==> config.mk <==
export PLATFORM = sky130hd
export DESIGN_NAME = thinning_window_gen
export DESIGN_NICKNAME = d
export VERILOG_FILES = /design/src/rtl/thinning_window_gen_pkg.sv /design/src/rtl/thinning_window_gen_line_buffer.sv /design/src/rtl/thinning_window_gen.sv
export SDC_FILE = /design/constraint.sdc
export NUM_CORES = 1
export LEC_CHECK = 0
export CAP_MARGIN = 20
export CORE_ASPECT_RATIO = 1.4
export CORE_MARGIN = 5
export CORE_UTILIZATION = 55
export DETAILED_ROUTE_END_ITERATION = 12
export GPL_ROUTABILITY_DRIVEN = 0
export PLACE_DENSITY = 0.71
export SLEW_MARGIN = 20
export SYNTH_ARGS = -nofsm -noshare
export SYNTH_HDL_FRONTEND = slang
export SYNTH_HIERARCHICAL = 1
export SYNTH_SLANG_ARGS = --single-unit
==> constraint.sdc <==
create_clock -name clk -period 2.8 [get_ports clk]
set_input_delay 0.56 -clock clk [delete_from_list [all_inputs] [get_ports clk]]
set_output_delay 0.56 -clock clk [all_outputs]
set_load 0.02 [all_outputs]
==> src/rtl/thinning_window_gen_pkg.sv <==
// Shared constants for the thinning front end: default image geometry and
// the bit order used for every 3-pixel window row (bit2 = c-1 ... bit0 = c+1).
package thinning_window_gen_pkg;
  localparam int unsigned IMG_W_DEF  = 160;
  localparam int unsigned IMG_H_DEF  = 120;
  localparam int unsigned COL_W      = 8;
  localparam int unsigned ROW_W      = 7;
  localparam int unsigned WIN_LEFT   = 2;
  localparam int unsigned WIN_CENTER = 1;
  localparam int unsigned WIN_RIGHT  = 0;

  typedef logic [2:0] win_row_t;

  // Slide one window row left by a column and insert the newest pixel at c+1.
  function automatic win_row_t win_push(input win_row_t row, input logic newest);
    win_row_t res;
    res             = '0;
    res[WIN_LEFT]   = row[WIN_CENTER];
    res[WIN_CENTER] = row[WIN_RIGHT];
    res[WIN_RIGHT]  = newest;
    return res;
  endfunction
endpackage

==> src/rtl/thinning_window_gen_line_buffer.sv <==
// One-bit, DEPTH-deep shift line buffer; o_dout is the bit pushed DEPTH
// enables ago. Contents are deliberately not reset.
module line_buffer #(
  parameter int unsigned DEPTH = 160
) (
  input  logic clk,
  input  logic i_en,
  input  logic i_din,
  output logic o_dout
);
  logic [DEPTH-1:0] r_mem;

  always_ff @(posedge clk) begin
    if (i_en) r_mem <= {r_mem[DEPTH-2:0], i_din};
  end

  assign o_dout = r_mem[DEPTH-1];
endmodule

==> src/rtl/thinning_window_gen.sv <==
// Raster-order binary pixel stream to 3x3 neighbourhood windows for the
// thinning core; only interior centers raise win_valid.
module thinning_window_gen
  import thinning_window_gen_pkg::*;
#(
  parameter int unsigned IMG_W = IMG_W_DEF,
  parameter int unsigned IMG_H = IMG_H_DEF
) (
  input  logic             clk,
  input  logic             rst,
  input  logic             sof,
  input  logic             pix_valid,
  input  logic             pix_in,
  output logic [2:0]       top,
  output logic [2:0]       center,
  output logic [2:0]       bottom,
  output logic             win_valid,
  output logic [COL_W-1:0] win_col,
  output logic [ROW_W-1:0] win_row,
  output logic             frame_done
);
  localparam logic [COL_W-1:0] COL_LAST = COL_W'(IMG_W - 1);
  localparam logic [ROW_W-1:0] ROW_LAST = ROW_W'(IMG_H - 1);

  logic [COL_W-1:0] r_col;
  logic [ROW_W-1:0] r_row;
  win_row_t         r_sr_top, r_sr_mid, r_sr_bot;

  logic             w_lb0_out, w_lb1_out;
  logic [COL_W-1:0] w_col;
  logic [ROW_W-1:0] w_row;
  logic             w_col_last, w_row_last, w_win_hit;
  win_row_t         w_top_nxt, w_mid_nxt, w_bot_nxt;

  line_buffer #(.DEPTH(IMG_W)) u_lb0 (
    .clk    (clk),
    .i_en   (pix_valid),
    .i_din  (pix_in),
    .o_dout (w_lb0_out)
  );

  line_buffer #(.DEPTH(IMG_W)) u_lb1 (
    .clk    (clk),
    .i_en   (pix_valid),
    .i_din  (w_lb0_out),
    .o_dout (w_lb1_out)
  );

  // Position of the pixel being accepted; sof overrides the running counters.
  always_comb begin
    w_col      = sof ? '0 : r_col;
    w_row      = sof ? '0 : r_row;
    w_col_last = (w_col == COL_LAST);
    w_row_last = (w_row == ROW_LAST);
    // Accepting (R,C) completes the window centered at (R-1,C-1). Requiring
    // C>=2 also keeps windows from straddling a line wrap.
    w_win_hit  = (w_row >= ROW_W'(2)) && (w_col >= COL_W'(2));
    w_top_nxt  = win_push(r_sr_top, w_lb1_out);
    w_mid_nxt  = win_push(r_sr_mid, w_lb0_out);
    w_bot_nxt  = win_push(r_sr_bot, pix_in);
  end

  always_ff @(posedge clk or posedge rst) begin
    if (rst) begin
      r_col      <= '0;
      r_row      <= '0;
      r_sr_top   <= '0;
      r_sr_mid   <= '0;
      r_sr_bot   <= '0;
      top        <= '0;
      center     <= '0;
      bottom     <= '0;
      win_valid  <= 1'b0;
      win_col    <= '0;
      win_row    <= '0;
      frame_done <= 1'b0;
    end else begin
      win_valid  <= 1'b0;
      frame_done <= 1'b0;
      if (pix_valid) begin
        r_sr_top <= w_top_nxt;
        r_sr_mid <= w_mid_nxt;
        r_sr_bot <= w_bot_nxt;
        if (w_col_last) begin
          r_col <= '0;
          r_row <= w_row_last ? '0 : w_row + ROW_W'(1);
        end else begin
          r_col <= w_col + COL_W'(1);
          r_row <= w_row;
        end
        frame_done <= w_col_last && w_row_last;
        if (w_win_hit) begin
          top       <= w_top_nxt;
          center    <= w_mid_nxt;
          bottom    <= w_bot_nxt;
          win_valid <= 1'b1;
          win_col   <= w_col - COL_W'(1);
          win_row   <= w_row - ROW_W'(1);
        end
      end
    end
  end
endmodule

==> run summary, run 1 <==
Post-Syn Area: 12,090 um^2
cell count after synthesis: 556
CP required: 3.16 ns
# IOs: 31
clock root buffer: clkbuf_16
Yosys reg bits: 367
Leak: 4.959 nW
Power Density: 852.2 nW/um^2
# diodes: 0
DR WL/cell: 17.79 um
fin cells: 942
Slew Limit Fails: 0
GRT Resource Usage Total: 0.1371
GR Overflow Total: 0
FF-to-FF End: win_col[0]$_DFFE_PP0P_
setup TNS: 0 ns
H-tree levels: 2
most common cell after layout, fill and taps aside: edfxtp_1
Worst Hold Path EP: r_row[4]$_DFFE_PP0P_
# hold bufs at CTS: 0
worst path cell trace: clkdlybuf4s50_1, buf_4, nor2b_1, ha_1, a21boi_0, a211oi_1, o41ai_4, buf_12, mux2_1
layout cells sized above 1: 0.1411
First DRT Iteration DRCs: 541
final setup fails: 0
clock sink count: 367
commonest non-fill, non-tap cells in the layout: edfxtp_1, dfrtp_1, clkbuf_16
Synth area leader: edfxtp_1
post-CTS setup buffer count: 0
RSZ-0062 raised after global routing: false
Initial Utilization: 0.5553
Hold Path Stages: 2
final worst slack: 0.4166 ns
Area Overhead vs Synth: 14.90%
share of the synthesized area in the top cell type: 0.7945
dpl cells: 887
number of remaining DRC errors: 0
antenna viol nets, final: 0
CP Data Arrival Time: 2.75 ns
post-DP HPWL: 7919 um
initial antenna violation count: 0
clk buf depth: 3
first-pass GRT wire length: 27,350 um
CTS Buf Count: 34
Worst Path Buf+Inv: 3
chip height: 185.5 um
Rows: 64
Synthesized Nets: 567
outcome: finished, final reports clean
Final Cell Area: 13,900 um^2
Die Wd: 135.3 um
Primary FF master, synth: edfxtp_1
Max-cap violations: 0
register area share after synthesis: 0.8918
Fill cells: 1,489
largest net degree at the start of global routing: 219
slack of the worst reg-to-reg path: 0.52 ns
core footprint: 21,780 um^2
achievable frequency: 419.6 MHz
Fin. Hold Viols: 0
Setup Slack @ Placement: -0.05909 ns
Detailed Route WL: 16,760 um
TritonRoute pass-1 iters: 5
CP top delay family: buffers and inverters
CTS tree: yes
Final Skew: 0.01355 ns
Min-Delay Path Class: input port to register
Worst-path clk slew: 0.06 ns
HP Start: pix_valid
worst r2r path cells: 7
Slew Limit Headroom: 0.2677
Final #Nets: 637
CP endpoint kind: register
Synth Area per Inst: 21.75 um^2
Post-DP Area: 12,880 um^2
synth unique cells: 45
fin crit period: 2.383 ns
Worst setup SP type: input port
post-route total power: 11.84 mW
DR vias: 5,043
port buffer count: 30
vias in the first global route: 5,114
die area: 25,100 um^2
Clk Latency, worst-skew pair: 0.49 ns
top cells by area, synth: edfxtp_1, dfrtp_1, mux2_2
critical path peak fanout: 12
Vias/cell: 5.354
Post-synth EDFFs: 320
Post-CTS Resized: 0
Least-Margin Pin Slew: 1.098 ns
worst r2r src: r_row[1]$_DFFE_PP0P_
Synth Warn #: 6
crit path kind: input port to register
Post-synth ARST share: 0.1281
Max stage delay on crit path: 0.43 ns
critical path's slowest cell: clkdlybuf4s50_1
Max VDD drop: 0.0007698 V
final worst-path cycle share: 0.8512
## synth_stat cells (3+ instances only)
cell type  number
inv_1          15
dfrtp_1        47
ha_1            6
o21ai_0        15
o22ai_1         3
nor2_1          8
and4b_1         3
mux2_1          7
clkbuf_1       11
nand3_1         6
a211oi_1        4
nor4_1          4
mux2_2         22
a21oi_1         6
nand2_1        19
nor3_1          5
edfxtp_1      320
xnor2_1         3
nand4_1         4
a31oi_1         5
mux2i_1         4
and4_1          3
buf_2           3
nor2b_1         3
## worst register-to-register path, stage by stage, from the launching register on
cell and delay (ns):
dfrtp_1 0.47, nor2b_1 0.23, ha_1 0.24, a21boi_0 0.11
a211oi_1 0.39, o41ai_4 0.21, buf_12 0.19, mux2_1 0.31
## final cells by class
type | instances | area, um^2 | share of cell area
tap | 297 | 371.6 | 0.02674
inverter | 15 | 56.30 | 0.004052
clock inverter | 13 | 113.9 | 0.008194
clock buffer | 42 | 902.1 | 0.06492
timing repair buffer | 50 | 493.0 | 0.03548
sequential | 367 | 10790 | 0.7762
multi-input combinational | 158 | 1174 | 0.08446
## state kept, by name (all words and copies together), names as in the netlist, 7 cells and up
register     cells
r_col            8
win_col          8
r_row            7
win_row          7
u_lb0/r_mem    160
u_lb1/r_mem    160
## power breakdown
group          switching (mW)  leakage, nW  internal [mW]  total [mW]
clock network            1.81        0.502           2.46        4.27
logic                   0.487        0.750          0.444       0.931
registers               0.202         3.71           6.44        6.64
## cells by family after synthesis
group	share of synthesized area
XOR/XNOR	0.002173
flip-flops	0.8918
adder cells (fa/ha/maj)	0.006207
AND/OR/NAND/NOR	0.03186
multiplexers	0.03031
buffers and inverters	0.01117
AO/OA/AOI/OAI	0.02649
## per-stage QoR
step | hold WS, ns | util
finish | 0.3705 | 0.6380
global route | 0.3740 | 0.6380
CTS | 0.3599 | 0.6380
detailed placement | 0.4045 | 0.5913
global placement | 0.4041 | 0.5913
floorplan | 0.4003 | -
## metal layers
| metal | share of wire | global-route usage | vias to the layer above |
|---|---|---|---|
| met5 | 0 | 0 | - |
| met4 | 0.025 | 0.05446 | 0 |
| met3 | 0.040 | 0.02704 | 42 |
| met2 | 0.46 | 0.2039 | 133 |
| met1 | 0.47 | 0.2045 | 2576 |
| li1 | - | - | 2292 |
## worst max-delay path by stage
stage                     startpoint                endpoint  slack (ns)  depth (start not counted)
after floorplan                  sof    r_row[2]$_DFFE_PP0P_        0.16                         10
after global placement           sof  win_row[1]$_DFFE_PP0P_       0.002                          9
after detailed placement         sof  win_col[0]$_DFFE_PP0P_       -0.06                          9
after CTS                        sof  win_col[0]$_DFFE_PP0P_        0.44                          9
after global routing             sof    r_row[0]$_DFFE_PP0P_        0.23                         10
final                            sof  win_col[0]$_DFFE_PP0P_        0.42                          9
Power figures use the tool's default switching activity.
==> run 2: changes to the inputs <==
--- a/config.mk
+++ b/config.mk
@@ -7,12 +7,11 @@
 export LEC_CHECK = 0
 export CAP_MARGIN = 20
 export CORE_ASPECT_RATIO = 1.4
-export CORE_MARGIN = 5
+export CORE_MARGIN = 4
 export CORE_UTILIZATION = 55
 export DETAILED_ROUTE_END_ITERATION = 12
 export GPL_ROUTABILITY_DRIVEN = 0
 export PLACE_DENSITY = 0.71
-export SLEW_MARGIN = 20
 export SYNTH_ARGS = -nofsm -noshare
 export SYNTH_HDL_FRONTEND = slang
 export SYNTH_HIERARCHICAL = 1
==> run 2 against run 1 <==
  * Final area increased by 0.23%
  * Sequential share of layout area decreased by 0.18 points
  * Hold slack gained 0.032 ns
  * Wire length decreased by 1.6%
  * Core utilization up 1.2 points
  * Combinational power barely moved
  * Critical path type unchanged
  * Largest power group unchanged
==> run summary, run 2 (synthesized netlist as in run 1, its figures left out) <==
antenna viol nets, final: 0
Largest regs: u_lb0/r_mem: 160 flops, u_lb1/r_mem: 160 flops
number of remaining DRC errors: 0
DR vias: 5,043
fin crit period: 2.373 ns
chip height: 183.5 um
Storage cell area: 10,790 um^2
Slew Limit Headroom: 0.4247
Fin. Hold Viols: 0
Max-cap violations: 0
final worst-path cycle share: 0.8475
setup TNS: 0 ns
post-DP HPWL: 7858 um
Area Overhead vs Synth: 15.17%
worst hold margin: 0.4027 ns
Worst setup SP type: input port
clock sink count: 367
Switching Share: 0.2192
Clk Latency, worst-skew pair: 0.50 ns
Power Density: 849.7 nW/um^2
area of the multi-input gates: 1174 um^2
Min-Delay Path Class: input port to register
CTS Buf Count: 34
Least-Margin Pin Slew: 0.8616 ns
# IOs: 31
Final #Nets: 640
Int Pwr: 9.242 mW
Post-DP Area: 12,900 um^2
achievable frequency: 421.4 MHz
GR Overflow Total: 0
P_sw: 2.594 mW
most common cell after layout, fill and taps aside: edfxtp_1
First DRT Iteration DRCs: 510
Worst-path clk slew: 0.07 ns
port buffer count: 30
clock power share: 0.360
CP endpoint kind: register
clock root buffer: clkbuf_16
# hold bufs at CTS: 0
critical path peak fanout: 12
vias in the first global route: 5,039
layout cells sized above 1: 0.1529
Final Cell Area: 13,930 um^2
Initial Utilization: 0.5641
crit path kind: input port to register
TritonRoute pass-1 iters: 5
Post-CTS Resized: 0
CTS tree: yes
sequential power share: 0.561
Detailed Route WL: 16,500 um
logic gate share of total power: 0.079
Final Skew: 0.008698 ns
final setup fails: 0
first-pass GRT wire length: 27,220 um
die area: 24,460 um^2
CP required: 3.18 ns
commonest non-fill, non-tap cells in the layout: edfxtp_1, dfrtp_1, clkbuf_16
Slew Limit Fails: 0
Max VDD drop: 0.0006305 V
initial antenna violation count: 0
# diodes: 0
Fill cells: 1,465
GRT Resource Usage Total: 0.1390
outcome: finished, final reports clean
post-route total power: 11.84 mW
H-tree levels: 2
clk buf depth: 3
Die Wd: 133.3 um
largest net degree at the start of global routing: 162
core footprint: 21,440 um^2
Leak: 4.965 nW
Vias/cell: 5.331
post-CTS setup buffer count: 0
Rows: 63
RSZ-0062 raised after global routing: false
CP Data Arrival Time: 2.76 ns
DR WL/cell: 17.44 um
run 2: final cells by class:
type / instances / share of cell area
clock buffer: 40 / 0.06270
inverter: 15 / 0.004042
clock inverter: 21 / 0.01141
timing repair buffer: 53 / 0.03701
multi-input combinational: 158 / 0.08426
tap: 292 / 0.02623
sequential: 367 / 0.7743
run 2: power groups by stage:
| stage | Sequential [mW] | Combinational [mW] | Clock, mW |
|---|---|---|---|
| final | 6.64 | 0.934 | 4.27 |
| after global routing | 6.68 | 1.00 | 4.65 |
| after CTS | 6.64 | 0.952 | 4.43 |
| after detailed placement | 6.73 | 0.947 | 0 |
| after global placement | 6.73 | 0.918 | 0 |
| after floorplan | 6.87 | 0.245 | 0 |
run 2: critical path, cell delays in order:
cell and delay [ns]:
clkdlybuf4s50_1 0.42, buf_4 0.15, nor2b_1 0.16, ha_1 0.24, a21boi_0 0.10, a211oi_1 0.40
o41ai_4 0.21, buf_12 0.19, mux2_1 0.31
run 2: final timing paths:
path / start / slack (ns) / cells after the start / to
setup reg to reg: r_row[1]$_DFFE_PP0P_ / 0.52 / 7 / win_row[0]$_DFFE_PP0P_
min in group asynchronous: rst / 0.56 / 2 / win_col[6]$_DFFE_PP0P_
hold / removal: pix_valid / 0.40 / 1 / u_lb0/r_mem[140]$_DFFE_PP_
hold reg to reg: u_lb0/r_mem[156]$_DFFE_PP_ / 0.41 / 0 / u_lb0/r_mem[157]$_DFFE_PP_
max in group asynchronous: rst / 1.65 / 3 / win_row[2]$_DFFE_PP0P_
setup / recovery: sof / 0.43 / 9 / win_row[0]$_DFFE_PP0P_
run 2: through the flow:
step	util	cells	worst slack, ns
floorplan	-	556	0.1599
global placement	0.6015	885	0.02082
detailed placement	0.6015	885	-0.04256
CTS	0.6496	946	0.4566
global route	0.6496	946	0.2723
finish	0.6496	946	0.4269
run 2: routing by layer:
metal  global-route usage  part of all wire  vias to the layer above
li1                     -                 -                     2308
met1               0.2090              0.47                     2573
met2               0.2006              0.46                      130
met3              0.03341             0.042                       32
met4              0.05517             0.022                        0
met5                    0                 0                        -
